**config.mk**
```make
export PLATFORM = sky130hd
export DESIGN_NAME = pipe_hazard_ctrl
export DESIGN_NICKNAME = d
export VERILOG_FILES = /design/src/rtl/pipe_hazard_ctrl_pkg.sv /design/src/rtl/pipe_hazard_ctrl_hazard_detect.sv /design/src/rtl/pipe_hazard_ctrl.sv
export SDC_FILE = /design/constraint.sdc
export NUM_CORES = 1
export LEC_CHECK = 0
export ABC_AREA = 1
export CAP_MARGIN = 25
export CORE_ASPECT_RATIO = 0.7
export CORE_MARGIN = 1
export CORE_UTILIZATION = 35
export CTS_CLUSTER_SIZE = 40
export DETAILED_ROUTE_END_ITERATION = 12
export GPL_TIMING_DRIVEN = 0
export PLACE_DENSITY = 0.74
export SLEW_MARGIN = 20
export SYNTH_ARGS = -nofsm -noshare
export SYNTH_HDL_FRONTEND = slang
export SYNTH_SLANG_ARGS = --single-unit
```
**constraint.sdc**
```tcl
create_clock -name clk -period 1.8 [get_ports clk]
set_input_delay 0.45 -clock clk [delete_from_list [all_inputs] [get_ports clk]]
set_output_delay 0.45 -clock clk [all_outputs]
set_load 0.1 [all_outputs]
```
**src/rtl/pipe_hazard_ctrl_pkg.sv**
```systemverilog
// Shared core definitions for the pipeline hazard sequencer.
package pipe_hazard_ctrl_pkg;

  localparam int DIV_LATENCY_DEF = 32;

  typedef logic [4:0] reg_num_t;

  typedef enum logic {
    ST_RUN = 1'b0,
    ST_DIV = 1'b1
  } hz_state_e;

  // Bundle of every pipeline-register control the sequencer drives
  typedef struct packed {
    logic stall_pc;
    logic stall_if_id;
    logic stall_id_ex;
    logic stall_ex_mem;
    logic bubble_ex;
    logic bubble_mem;
    logic bubble_wb;
    logic flush_all;
    logic div_done;
  } hz_ctrl_t;

endpackage

```
**src/rtl/pipe_hazard_ctrl_hazard_detect.sv**
```systemverilog
// Load-use hazard detect: ID source matches the destination of a load in EX.
module pipe_hazard_ctrl_hazard_detect
  import pipe_hazard_ctrl_pkg::*;
(
  input  logic     id_rs_en,
  input  logic     id_rt_en,
  input  reg_num_t id_rs_addr,
  input  reg_num_t id_rt_addr,
  input  logic     ex_load,
  input  reg_num_t ex_wr_addr,
  output logic     lu_haz
);

  logic rs_hit, rt_hit;

  // r0 is hardwired zero, so a load targeting it never creates a dependency
  always_comb begin
    rs_hit = id_rs_en && (id_rs_addr == ex_wr_addr);
    rt_hit = id_rt_en && (id_rt_addr == ex_wr_addr);
    lu_haz = ex_load && (ex_wr_addr != 5'd0) && (rs_hit || rt_hit);
  end

endmodule

```
**src/rtl/pipe_hazard_ctrl.sv**
```systemverilog
// Stall/bubble/flush sequencer for the five-stage core: load-use, divider
// occupancy of EX, data-memory wait states and exception flush.
module pipe_hazard_ctrl
  import pipe_hazard_ctrl_pkg::*;
#(
  parameter int DIV_LATENCY = DIV_LATENCY_DEF,
  parameter int CNT_W       = $clog2(DIV_LATENCY)
) (
  input  logic       clk,
  input  logic       rst,
  input  logic       id_rs_en,
  input  logic       id_rt_en,
  input  logic [4:0] id_rs_addr,
  input  logic [4:0] id_rt_addr,
  input  logic       ex_load,
  input  logic [4:0] ex_wr_addr,
  input  logic       ex_div_start,
  input  logic       dmem_req,
  input  logic       dmem_ack,
  input  logic       exc_flush,
  output logic       stall_pc,
  output logic       stall_if_id,
  output logic       stall_id_ex,
  output logic       stall_ex_mem,
  output logic       bubble_ex,
  output logic       bubble_mem,
  output logic       bubble_wb,
  output logic       flush_all,
  output logic       div_busy,
  output logic       div_done
);

  // Cycles spent in DIV with stalls asserted after the start cycle; the
  // counter reaching zero marks the cycle the quotient becomes valid.
  localparam logic [CNT_W-1:0] CNT_LOAD = CNT_W'(DIV_LATENCY - 1);

  hz_state_e        state_q, state_d;
  logic [CNT_W-1:0] cnt_q, cnt_d;
  logic             mem_wait, lu_haz, div_stall;
  hz_ctrl_t         ctrl;

  assign mem_wait = dmem_req & ~dmem_ack;

  pipe_hazard_ctrl_hazard_detect u_hazard_detect (
    .id_rs_en   (id_rs_en),
    .id_rt_en   (id_rt_en),
    .id_rs_addr (id_rs_addr),
    .id_rt_addr (id_rt_addr),
    .ex_load    (ex_load),
    .ex_wr_addr (ex_wr_addr),
    .lu_haz     (lu_haz)
  );

  // State and divider countdown register
  always_ff @(posedge clk or posedge rst) begin
    if (rst) begin
      state_q <= ST_RUN;
      cnt_q   <= '0;
    end else begin
      state_q <= state_d;
      cnt_q   <= cnt_d;
    end
  end

  // Next state: divider countdown is free-running, only done waits on memory
  always_comb begin
    state_d = state_q;
    cnt_d   = cnt_q;
    case (state_q)
      ST_RUN: begin
        if (ex_div_start && !exc_flush) begin
          state_d = ST_DIV;
          cnt_d   = CNT_LOAD;
        end
      end
      ST_DIV: begin
        if (exc_flush) begin
          state_d = ST_RUN;
          cnt_d   = '0;
        end else begin
          if (cnt_q != '0) cnt_d = cnt_q - 1'b1;
          // start still high here is the same div leaving EX, not a new one
          if (cnt_q == '0 && !mem_wait) state_d = ST_RUN;
        end
      end
      default: begin
        state_d = ST_RUN;
        cnt_d   = '0;
      end
    endcase
  end

  // Mealy outputs; exception flush overrides every stall, bubble and done
  always_comb begin
    ctrl      = '0;
    div_stall = ((state_q == ST_RUN) && ex_div_start) ||
                ((state_q == ST_DIV) && ((cnt_q != '0) || mem_wait));
    if (exc_flush) begin
      ctrl.flush_all = 1'b1;
    end else begin
      ctrl.stall_pc     = mem_wait | div_stall | lu_haz;
      ctrl.stall_if_id  = mem_wait | div_stall | lu_haz;
      ctrl.stall_id_ex  = mem_wait | div_stall;
      ctrl.stall_ex_mem = mem_wait;
      ctrl.bubble_ex    = lu_haz & ~mem_wait & ~div_stall;
      ctrl.bubble_mem   = div_stall & ~mem_wait;
      ctrl.bubble_wb    = mem_wait;
      ctrl.div_done     = (state_q == ST_DIV) && (cnt_q == '0) && !mem_wait;
    end
  end

  assign stall_pc     = ctrl.stall_pc;
  assign stall_if_id  = ctrl.stall_if_id;
  assign stall_id_ex  = ctrl.stall_id_ex;
  assign stall_ex_mem = ctrl.stall_ex_mem;
  assign bubble_ex    = ctrl.bubble_ex;
  assign bubble_mem   = ctrl.bubble_mem;
  assign bubble_wb    = ctrl.bubble_wb;
  assign flush_all    = ctrl.flush_all;
  assign div_done     = ctrl.div_done;
  assign div_busy     = (state_q == ST_DIV);

endmodule
```
## Word-level counts from Yosys, hierarchy flattened

Cells that the tools add are included.

| storage, ports and cells | value |
|---|---|
| register bits after elaboration | 6 |
| input bits | 24 |
| output and inout port bits | 10 |
| logic and storage cells | 47 |

| operators by class | value |
|---|---|
| add/sub/neg operators | 1 |
| eq/ne operators | 4 |
| mux-type cells | 11 |
| bitwise operators | 10 |
| reductions and logical operators | 19 |

Operators by type and width:

| cell | number |
|---|---|
| 5-bit two-way mux | 3 |
| 5-bit equality test | 2 |
| 1-bit logical AND | 10 |
| 5-bit one-hot mux with 2 select lines | 1 |
| 5-bit nonzero test | 2 |
| 7-bit two-way mux | 1 |
| 5-bit zero test | 1 |
| 1-bit two-way mux | 5 |
| 5-bit by 1-bit subtractor with 5-bit output, second input constant | 1 |
| 1-bit AND | 4 |
| 1-bit inverter | 4 |
| 1-bit logical OR | 3 |
| 3-bit by 2-bit != test with 1-bit output, second input constant | 1 |
| 1-bit zero test | 2 |
| 2-bit != test, second input constant | 1 |
| 1-bit bitwise OR | 2 |
| 1-bit one-hot mux with 2 select lines | 1 |
| 2-bit AND reduction | 1 |

## Depth between registers and ports, before layout

| logic depth | value |
|---|---|
| depth in word-level cells | 8 |
| mapped depth | 9 |
| mapped depth without buffers | 9 |

## Hierarchy

A second synthesis with hierarchy kept.

| unflattened totals | value |
|---|---|
| cells, all modules | 126 |
| area, all modules | 681.9 um^2 |

Modules (own cells, without submodules):

| module | instances | cells each | area an instance (um^2) | sequential area each (um^2) |
|---|---|---|---|---|
| pipe_hazard_ctrl | 1 | 72 | 465.4 | 150.1 |
| pipe_hazard_ctrl_hazard_detect | 1 | 54 | 216.5 | 0.0 |

## Least setup slack after synthesis

OpenSTA, ideal clock, no wires.

| timing path | value |
|---|---|
| path type | flip-flop to output port |
| start point | register state_q, in the netlist div_busy |
| end point | output stall_pc |
| arrival time | 3.385 ns |
| required time | 1.350 ns |
| slack | -2.035 ns |
| cell stages (with the launch flop) | 6 |
| path buffers | 1 |
| cells stage by stage | dfrtp_1 -> nor2_2 -> inv_1 -> a21oi_2 -> a21oi_1 -> buf_4 |

| between the ends | value |
|---|---|
| longest elaborated chain between the ends | 6 |
| elaborated cells on any way between the ends | 7 |
| those cells by class | mux (1); bitwise (3); reduce/logical (3) |

Ends and longest elaborated chain:

| what | RTL line | text |
|---|---|---|
| start: declaration | pipe_hazard_ctrl.sv:37 | `hz_state_e state_q, state_d;` |
| start signal: assignment | pipe_hazard_ctrl.sv:60 | `state_q <= state_d;` |
| 1-bit inverter | n/a |  |
| 1-bit logical AND | pipe_hazard_ctrl.sv:96 | `div_stall = ((state_q == ST_RUN) && ex_div_start) \|\|` |
| 1-bit logical OR (*) | pipe_hazard_ctrl.sv:96 |  |
| 1-bit bitwise OR (*) (2 in series) | pipe_hazard_ctrl.sv:101 | `ctrl.stall_pc = mem_wait \| div_stall \| lu_haz;` |
| 7-bit two-way mux (*) | pipe_hazard_ctrl.sv:98 | `if (exc_flush) begin` |
| end: declaration | pipe_hazard_ctrl.sv:21 | `output logic stall_pc,` |

Every way passes the cells marked *; elsewhere a longest branch is shown, timed or not.

## Worst setup path after layout

| timing path | value |
|---|---|
| start point | register cnt_q[1] |
| end point | output stall_pc |

| between the ends | value |
|---|---|
| longest elaborated chain between the ends | 7 |

Ends and longest elaborated chain:

| what | RTL line | text |
|---|---|---|
| start: declaration | pipe_hazard_ctrl.sv:38 | `logic [CNT_W-1:0] cnt_q, cnt_d;` |
| start signal: assignment | pipe_hazard_ctrl.sv:61 | `cnt_q <= cnt_d;` |
| 5-bit nonzero test | pipe_hazard_ctrl.sv:97 | `((state_q == ST_DIV) && ((cnt_q != '0) \|\| mem_wait));` |
| 1-bit logical OR | pipe_hazard_ctrl.sv:97 |  |
| 1-bit logical AND | pipe_hazard_ctrl.sv:97 |  |
| 1-bit logical OR | pipe_hazard_ctrl.sv:96 |  |
| 1-bit bitwise OR (2 in series) | pipe_hazard_ctrl.sv:101 |  |
| 7-bit two-way mux | pipe_hazard_ctrl.sv:98 |  |

No other way between the ends.

==> results.toml <==
[layout]
fin_util_pct = 79.6
final_common_cell = "nand2_1"
n_fill_cell = 132
antenna_cells = 0
final_cell_mix = "29 x nand2_1, 14 x buf_4, 13 x inv_1, 10 x nor2_1, 9 x inv_2"
layout-drive-gt1-share_pct = 47.9
fin_nets = 193
area_growth_pct = 98.2
stdcell_count = 188

[setup_path]
worstPathArrival_ps = 1710
critical_path_required_ps = 1350
critPathLaunchType = "flip-flop"
cp-end-kind = "output port"
path_class = "flip-flop to output port"
worstPathMaxFanout = 3

[timing]
setup_tns_ps = -1870
slew_violations = 0
setup_ws_ps = -364
max_freq_mhz = 462
setup_violations = 6
min_period_over_period_pct = 120
skew_ps = 6.41
rsz0062_at_grt = "yes"
relSlewSlack_pct = 37.3
hold_viol = 0
worstMarginPinSlew_ps = 945
finalCriticalPeriod_ps = 2160

[floorplan]
dieWidth_um = 54.8
die_area_um2 = 2130
die_h_um = 38.9
core_um2 = 1700
rows = 12
ios = 34
start_util_pct = 40.2

[routing]
drt-wirelength-per-cell_um = 11.8
post-route-drc-count = 0
drt_iter0_markers = 12
routed_wl_um = 2210
drtPass1Iterations = 4
routed-wl-met3_um = 107
viasPerCell = 4.59
highest_layer = "met4"
via_count = 862
dr_wl_met2_um = 1160
wirelength_met1_um = 932
antenna_left = 0

[clocking]
holdBufCountCts = 0
cts_tree = "yes"
clk_latency_ps = 250
numCtsBuffers = 3
htreeDepth = 1
clockBufferDepth = 2
cts_root_buffer = "clkbuf_4"
numClockSinks = 6
clk_pin_slew_ps = 50

[grt]
overflow = 0
antenna_found_initial = 0
grt_usage_pct = 22.2
grt_pass1_vias = 757
grt_max_degree = 10
grt_pass1_wl_um = 3210

[placement]
place_inst = 171
place_congestion = 0.684
place_ws_ps = -1750
dp_hpwl_um = 1490
portBuffers = 32

[yosys]
avgSynthCellArea_um2 = 5.78
ys_types = 22
synth_nets = 143
synth_compound_area_share_pct = 10.5
yosys_warnings = 0
ys_seq_area_share_pct = 22.0
synth-xor-area-share_pct = 1.28
synth_mux_area_share_pct = 0
synthCells = 118
synth_adder_area_share_pct = 1.83
synth_area_um2 = 682
synth_top_family_by_area = "simple AND/OR/NAND/NOR gates"
ys_ff_latch = 6
synthSimpleGateAreaFrac_pct = 45.0

[power]
power_density_nw_per_um2 = 562
ir_worst_vdd_mv = 0.381
p_leak_nw = 0.709
finalPower_w = 0.000760

[outcome]
status = "finished with violations"
violations = "setup timing"

[worst_hold_path]
hold_path.class = "input port to asynchronous set/reset pin"

[run]
cap_violations = 0
==> synthesized netlist by cell type (all sizes together) <==
library cell  count  area [um2]
o22ai             1        12.5
nor2             20        92.6
ha                1        12.5
dfrtp             6         150
o21ai             7        35.0
nand3             6        42.5
inv              28         105
nand4             1        6.26
nand2            38         160
nor3              1        5.00
buf               4        27.5
xor2              1        8.76
a21oi             4        23.8
==> metal layers <==
metal,global-route usage (%),up-vias
met5,0,-
met4,5.77,0
met3,5.49,2
met2,41.0,24
met1,25.1,381
li1,-,455
==> logic make-up after synthesis <==
family,Yosys count
flip-flops,6
adder cells (fa/ha/maj),1
AND/OR/NAND/NOR,66
buffers and inverters,32
XOR/XNOR,1
AO/OA/AOI/OAI,12
==> cell type report <==
class / instances / area (um2) / area share [%]
clock buffer: 4 / 26.3 / 1.94
sequential: 6 / 154 / 11.4
tap: 21 / 26.3 / 1.94
inverter: 28 / 145 / 10.7
timing repair buffer: 45 / 439 / 32.5
buffer: 4 / 52.6 / 3.89
multi-input combinational: 80 / 508 / 37.6
==> flip-flops by register name, summed over array words and instances, names as in the netlist <==
| name | cells |
|---|---|
| cnt_q | 5 |
| div_busy | 1 |
==> final timing paths <==
kind	endpoint	start	slack, ps	depth (start not counted)
setup / recovery	stall_pc	cnt_q[1]	-360	9
hold / removal	cnt_q[2]	rst	460	2
setup reg to reg	cnt_q[2]	cnt_q[1]	160	12
hold reg to reg	cnt_q[3]	cnt_q[3]	600	2
max in group asynchronous	div_busy	rst	1110	2
min in group clk	div_busy	exc_flush	570	2
==> timing repair <==
item                       in CTS  in global routing
setup endpoints to repair      10                  9
pin swaps                      21                 17
setup buffers                  10                  3
resized for setup             114                 19
==> power by group <==
group	total [W]	internal [W]	switching, W	leakage, nW
clock network	0.000137	0.0000842	0.0000525	0.0150
logic	0.000439	0.000183	0.000256	0.624
registers	0.000184	0.000160	0.0000245	0.0698
==> critical path, stage by stage, from the launching register on <==
cell and delay (ps):
dfrtp_1 370, inv_2 80, ha_4 150, nand3_4 70, nor2_4 120, nand2_4 70
a21oi_4 200, a21oi_4 110, buf_12 140, buf_16 150
==> metrics by stage <==
stage	cell area, um2	hold slack [ps]
floorplan	837	241
global placement	1180	534
detailed placement	1180	550
CTS	1350	416
global route	1350	478
finish	1350	457
Power figures use the tool's default switching activity.
